===== src/rtl/tlv5618_dac_scheduler.sv =====
`timescale 1ns/1ps
`default_nettype none
// ============================================================================
// Module   : tlv5618_dac_scheduler
// Purpose  : Two-channel request scheduler for the TLV5618 serial-DAC driver.
//            Arbitrates channel A/B update requests round-robin, formats the
//            16-bit TLV5618 command word and issues it through the driver's
//            set_data/set_go/set_done handshake, with a minimum idle gap
//            after every completed (or aborted) word.
// Optional : `define TLV5618_SYNC_UPDATE_EN to accept simultaneous A+B
//            requests as one two-word transaction (B buffered, then A written
//            so both outputs update together).
// Ports    : clk            system clock
//            rst_n          asynchronous active-low reset
//            a_valid/a_data/a_ready   channel A request (ready = 1-cycle pulse)
//            b_valid/b_data/b_ready   channel B request (ready = 1-cycle pulse)
//            pwr_dn         power-down bit, sampled at acceptance
//            dac_set_data   command word to the driver
//            dac_set_go     one-cycle start pulse to the driver
//            dac_set_done   one-cycle completion pulse from the driver
//            busy           high from first go through end of last gap
//            timeout_err    one-cycle pulse when the done wait expires
// Revision : 1.0 - initial release
// ============================================================================
module tlv5618_dac_scheduler #(
  parameter logic        FAST_MODE    = 1'b1,
  parameter int unsigned GAP_CYCLES   = 4,
  parameter int unsigned DONE_TIMEOUT = 1023
) (
  input  logic        clk,
  input  logic        rst_n,
  input  logic        a_valid,
  input  logic [11:0] a_data,
  output logic        a_ready,
  input  logic        b_valid,
  input  logic [11:0] b_data,
  output logic        b_ready,
  input  logic        pwr_dn,
  output logic [15:0] dac_set_data,
  output logic        dac_set_go,
  input  logic        dac_set_done,
  output logic        busy,
  output logic        timeout_err
);

  localparam logic [1:0] c_st_idle = 2'd0;
  localparam logic [1:0] c_st_send = 2'd1;
  localparam logic [1:0] c_st_wait = 2'd2;
  localparam logic [1:0] c_st_gap  = 2'd3;

  localparam logic [15:0] c_timeout = 16'(DONE_TIMEOUT);
  localparam logic [15:0] c_gap     = 16'(GAP_CYCLES);

  logic [1:0]  r_state;
  logic [1:0]  w_state_next;
  logic        r_ptr_b;       // 0: A wins a tie, 1: B wins a tie
  logic [15:0] r_cnt;         // WAIT: cycles since go; GAP: gap cycles elapsed
  logic        r_pend;        // second word of a synchronous update waiting
  logic [15:0] r_pend_word;

  logic        w_both;
  logic        w_grant_a;
  logic        w_grant_b;
  logic        w_expired;
  logic        w_gap_end;
  logic [15:0] w_word_a;
  logic [15:0] w_word_b;
  logic [15:0] w_word_b_buf;

  // Simultaneous-request handling: with the sync feature both channels are
  // taken together; otherwise the pointer alone resolves the tie.
`ifdef TLV5618_SYNC_UPDATE_EN
  assign w_both = a_valid & b_valid;
`else
  assign w_both = 1'b0;
`endif

  assign w_grant_a = a_valid & (~b_valid | ~r_ptr_b);
  assign w_grant_b = b_valid & ~w_grant_a;

  // D15=R1, D14=SPD, D13=PWR, D12=R0, D11:0=code
  assign w_word_a     = {1'b1, FAST_MODE, pwr_dn, 1'b0, a_data};
  assign w_word_b     = {1'b0, FAST_MODE, pwr_dn, 1'b0, b_data};
  assign w_word_b_buf = {1'b0, FAST_MODE, pwr_dn, 1'b1, b_data};

  assign w_expired = (r_cnt == c_timeout);
  assign w_gap_end = (r_cnt == c_gap);

  // State register
  always_ff @(posedge clk or negedge rst_n) begin
    if (!rst_n) begin
      r_state <= c_st_idle;
    end else begin
      r_state <= w_state_next;
    end
  end

  // Next-state logic
  always_comb begin
    w_state_next = r_state;
    case (r_state)
      c_st_idle: begin
        if (a_valid || b_valid) begin
          w_state_next = c_st_send;
        end
      end
      c_st_send: begin
        w_state_next = c_st_wait;
      end
      c_st_wait: begin
        // A done coinciding with expiry is still a success.
        if (dac_set_done || w_expired) begin
          w_state_next = c_st_gap;
        end
      end
      c_st_gap: begin
        if (w_gap_end) begin
          w_state_next = r_pend ? c_st_send : c_st_idle;
        end
      end
      default: begin
        w_state_next = c_st_idle;
      end
    endcase
  end

  // Output logic
  always_comb begin
    a_ready     = 1'b0;
    b_ready     = 1'b0;
    dac_set_go  = 1'b0;
    timeout_err = 1'b0;
    busy        = (r_state != c_st_idle);
    case (r_state)
      c_st_idle: begin
        // Ready is combinational on valid, so it is masked while reset is
        // asserted to keep the handshake quiet.
        a_ready = rst_n & (w_grant_a | w_both);
        b_ready = rst_n & (w_grant_b | w_both);
      end
      c_st_send: begin
        dac_set_go = 1'b1;
      end
      c_st_wait: begin
        timeout_err = w_expired & ~dac_set_done;
      end
      default: begin
      end
    endcase
  end

  // Datapath: command word, pending second word, pointer and shared counter
  always_ff @(posedge clk or negedge rst_n) begin
    if (!rst_n) begin
      dac_set_data <= 16'h0000;
      r_ptr_b      <= 1'b0;
      r_cnt        <= 16'd0;
      r_pend       <= 1'b0;
      r_pend_word  <= 16'h0000;
    end else begin
      case (r_state)
        c_st_idle: begin
          r_cnt <= 16'd0;
          if (w_both) begin
            // Buffer B first, then write A to update both outputs at once.
            // The pointer is left alone since neither channel was favoured.
            dac_set_data <= w_word_b_buf;
            r_pend       <= 1'b1;
            r_pend_word  <= w_word_a;
          end else if (w_grant_a) begin
            dac_set_data <= w_word_a;
            r_ptr_b      <= 1'b1;
          end else if (w_grant_b) begin
            dac_set_data <= w_word_b;
            r_ptr_b      <= 1'b0;
          end
        end
        c_st_send: begin
          // First WAIT cycle is one cycle after go.
          r_cnt <= 16'd1;
        end
        c_st_wait: begin
          if (dac_set_done || w_expired) begin
            r_cnt <= 16'd1;
            if (!dac_set_done) begin
              r_pend <= 1'b0;
            end
          end else begin
            r_cnt <= r_cnt + 16'd1;
          end
        end
        c_st_gap: begin
          if (w_gap_end) begin
            r_cnt <= 16'd0;
            if (r_pend) begin
              dac_set_data <= r_pend_word;
              r_pend       <= 1'b0;
            end
          end else begin
            r_cnt <= r_cnt + 16'd1;
          end
        end
        default: begin
          r_cnt <= 16'd0;
        end
      endcase
    end
  end

endmodule
`default_nettype wire


===== config.mk =====
export PLATFORM = sky130hd
export DESIGN_NAME = tlv5618_dac_scheduler
export DESIGN_NICKNAME = d
export VERILOG_FILES = /design/src/rtl/tlv5618_dac_scheduler.sv
export SDC_FILE = /design/constraint.sdc
export NUM_CORES = 1
export LEC_CHECK = 0
export ABC_CLOCK_PERIOD_IN_PS = 2900
export CAP_MARGIN = 5
export CORE_MARGIN = 2
export CORE_UTILIZATION = 60
export DETAILED_ROUTE_END_ITERATION = 12
export DONT_BUFFER_PORTS = 1
export PLACE_DENSITY = 0.83
export SYNTH_ARGS = -nofsm -noshare
export SYNTH_HDL_FRONTEND = slang
export SYNTH_SLANG_ARGS = --single-unit
export TNS_END_PERCENT = 5

===== constraint.sdc =====
create_clock -name clk -period 2.9 [get_ports clk]
set_input_delay 0.435 -clock clk [delete_from_list [all_inputs] [get_ports clk]]
set_output_delay 0.435 -clock clk [all_outputs]
set_load 0.03 [all_outputs]

==> flow_summary.ini <==
[synthesis]
syn-num-nets = 209
syn_avg_cell_area_sq_um = 10.26
yosysTopAreaCellShare_pct = 47.95
yosysSeqAreaShare_pct = 47.95
synth_area_sq_um = 1774
synth_common_cells = 34 x dfrtp_1, 16 x nor2_1, 13 x a21oi_1, 13 x nor3_1, 12 x mux2i_1
ys.warnings.count = 0
synthArstFlopShare_pct = 100.0
synth_edf_count = 0
ys_types = 39
syn_inst = 173
synth.most_common_cell = dfrtp_1
synthFlopType = dfrtp_1
yosysTopAreaCell = dfrtp_1
synth-seq-cells = 34
synthTopCellsByArea = dfrtp_1 48%, mux2i_1 6.8%, ha_1 4.2%

[sta]
maxSlewHeadroom_pct = 55.91
timing.hold.ws_ns = 0.1963
worstMarginPinSlew_ns = 0.6613
tns_ns = 0
setup_viol = 0
slew_violations = 0
fin_crit_ns = 2.402
hold_viol = 0
rsz0062_at_grt = false
clock_skew_ns = 0.01092
fmax_mhz = 416.3
timing.final.crit_share_pct = 82.83

[power]
p_sw_share_pct = 43.87
p_int_w = 0.001048
switching_power_w = 0.0008196
seqPwrFrac_pct = 49.1
power_frac_clock_pct = 18.8
powerDensity_nw_per_um2 = 968.9
pwr-share-comb_pct = 32.1
vdd_drop_max_uv = 842.5
power.leakage_nw = 0.7915

[flow_run]
max_cap_violations = 0

[cts]
cts.sinks = 34
cts-buffers-inserted = 5
clockBufferDepth = 2
htreeDepth = 2
insertion_delay_ns = 0.34
cts_root_buf = clkbuf_4
path_clk_slew_ns = 0.09
cts_tree = yes

[worst_setup_path]
end_kind = output port
crit_required_ns = 2.47
rr_startpoint = r_cnt[10]$_DFF_PN0_
worstPathArrival_ns = 1.97
rr_endpoint = r_cnt[3]$_DFF_PN0_
worstPathMaxFanout = 5
reg2reg_depth = 4
r2r_slack_ns = 0.50
path_class = register to output port
critPathLaunchType = register

[finish]
multi_input_area_sq_um = 874.6
regArea_sq_um = 850.8
area_growth_pct = 8.674
fin_nets = 215
nFillCells = 217
diodes = 0
drive_gt1_share_pct = 12.85

[die]
dieArea_sq_um = 3408
io_pins = 51
die_h_um = 58.38
start_util_pct = 63.79
rows = 19
die_x_um = 58.38
core_area_sq_um = 2781

[worst_hold_path]
whs_path_depth = 1
min_from = b_valid
min_to = r_ptr_b$_DFFE_PN0P_
hold_class = primary input to register

[route]
wl_per_cell_um = 17.18
firstDrtPassIters = 4
routed_via_density = 6.514
drc_errors = 0
drtAntennaViolNets = 0
drtIter0Drc = 35
drt_wl_total_um = 3607
vias = 1368

[place]
place.port_buffers = 0
dp_hpwl_um = 2498
gp_congestion = 0.8889

[status]
status = completed

[global_route]
first_global_vias = 1361
grt_pass1_wl_um = 6037
track_usage_pct = 23.30
overflow = 0
antenna_found_initial = 0
grt_max_degree = 35
## power groups by stage
stage / clock (W) / sequential, W / combinational, W
2_1_floorplan: 0 / 0.000894 / 0.000478
3_3_place_gp: 0 / 0.000918 / 0.000559
3_5_place_dp: 0 / 0.000922 / 0.000594
4_1_cts: 0.000363 / 0.000918 / 0.000606
5_1_grt: 0.000381 / 0.000934 / 0.000669
6_report: 0.000351 / 0.000917 / 0.000600
## how the worst max path moves through the flow
stage	start	end
4_1_cts	r_cnt[0]$_DFF_PN0_	r_cnt[3]$_DFF_PN0_
2_1_floorplan	r_cnt[10]$_DFF_PN0_	r_state[1]$_DFFE_PN0P_
5_1_grt	r_cnt[0]$_DFF_PN0_	r_cnt[10]$_DFF_PN0_
3_3_place_gp	r_cnt[10]$_DFF_PN0_	r_state[1]$_DFFE_PN0P_
3_5_place_dp	r_cnt[10]$_DFF_PN0_	r_cnt[5]$_DFF_PN0_
6_report	r_cnt[10]$_DFF_PN0_	timeout_err
## flip-flops by register name (all words and copies together), names as in the netlist
signal        cells
r_cnt            16
r_ptr_b           1
r_state           2
dac_set_data     15
## per-stage QoR
step	instance area (sq um)	power (W)	std cells	setup WS (ns)	utilization, %
final	1928	0.001868	210	0.4980	69.32
after global routing	1928	0.001984	210	0.3313	69.32
after detailed placement	1817	0.001516	201	0.4896	65.32
after floorplan	1774	0.001372	173	0.6292	-
after global placement	1817	0.001477	201	0.5428	65.32
after CTS	1928	0.001887	210	0.4905	69.32
## metal layers
metal	vias to the layer above	track usage (%)	share of wire (%)
li1	635	-	-
met1	660	29.26	41
met2	68	36.76	49
met3	5	8.571	8.3
met4	0	8.970	0.94
met5	-	0	0
## final cells by class
| type | count | area share (%) |
|---|---|---|
| Inverter | 6 | 1.168 |
| Timing Repair Buffer | 6 | 3.115 |
| Clock buffer | 6 | 2.661 |
| Sequential cell | 34 | 44.13 |
| Multi-Input combinational cell | 126 | 45.36 |
| Tap cell | 31 | 2.012 |
| Clock inverter | 1 | 1.557 |
## critical path, cell delays in order (launching register included)
cell and delay [ns]:
dfrtp_1 0.44, or4_4 0.57, nor4_1 0.28, and2_1 0.35
## placed cells by master, fill, tap and decap left out, types with 5 or more instances in the layout
| cell | count |
|---|---|
| dfrtp_1 | 34 |
| nor2_1 | 16 |
| a21oi_1 | 13 |
| nor3_1 | 12 |
| mux2i_1 | 12 |
| xor2_1 | 7 |
| inv_1 | 6 |
| nand4_1 | 6 |
| ha_1 | 6 |
| xnor2_1 | 5 |
| nand2_1 | 5 |
| nand3_1 | 5 |
| clkbuf_4 | 5 |
## cell families (layout without fill, tap and decap cells)
kind of cell / Yosys count / in the layout / synth area share [%]
compound gates: 25 / 25 / 9.168
other cells: 1 / 1 / 0.2114
fa+ha+maj: 6 / 6 / 4.231
simple gates: 67 / 67 / 20.80
mux: 15 / 15 / 8.674
buf+inv: 13 / 19 / 3.032
flops: 34 / 34 / 47.96
xor+xnor: 12 / 12 / 5.924
## repair_timing
item                                   in CTS  in global routing
buffers inserted                            0                  0
gates resized for setup                     0                  0
hold buffers                                2                  0
endpoints found under the hold margin      34                  0
Note: power is estimated with default switching activity, not from simulation.
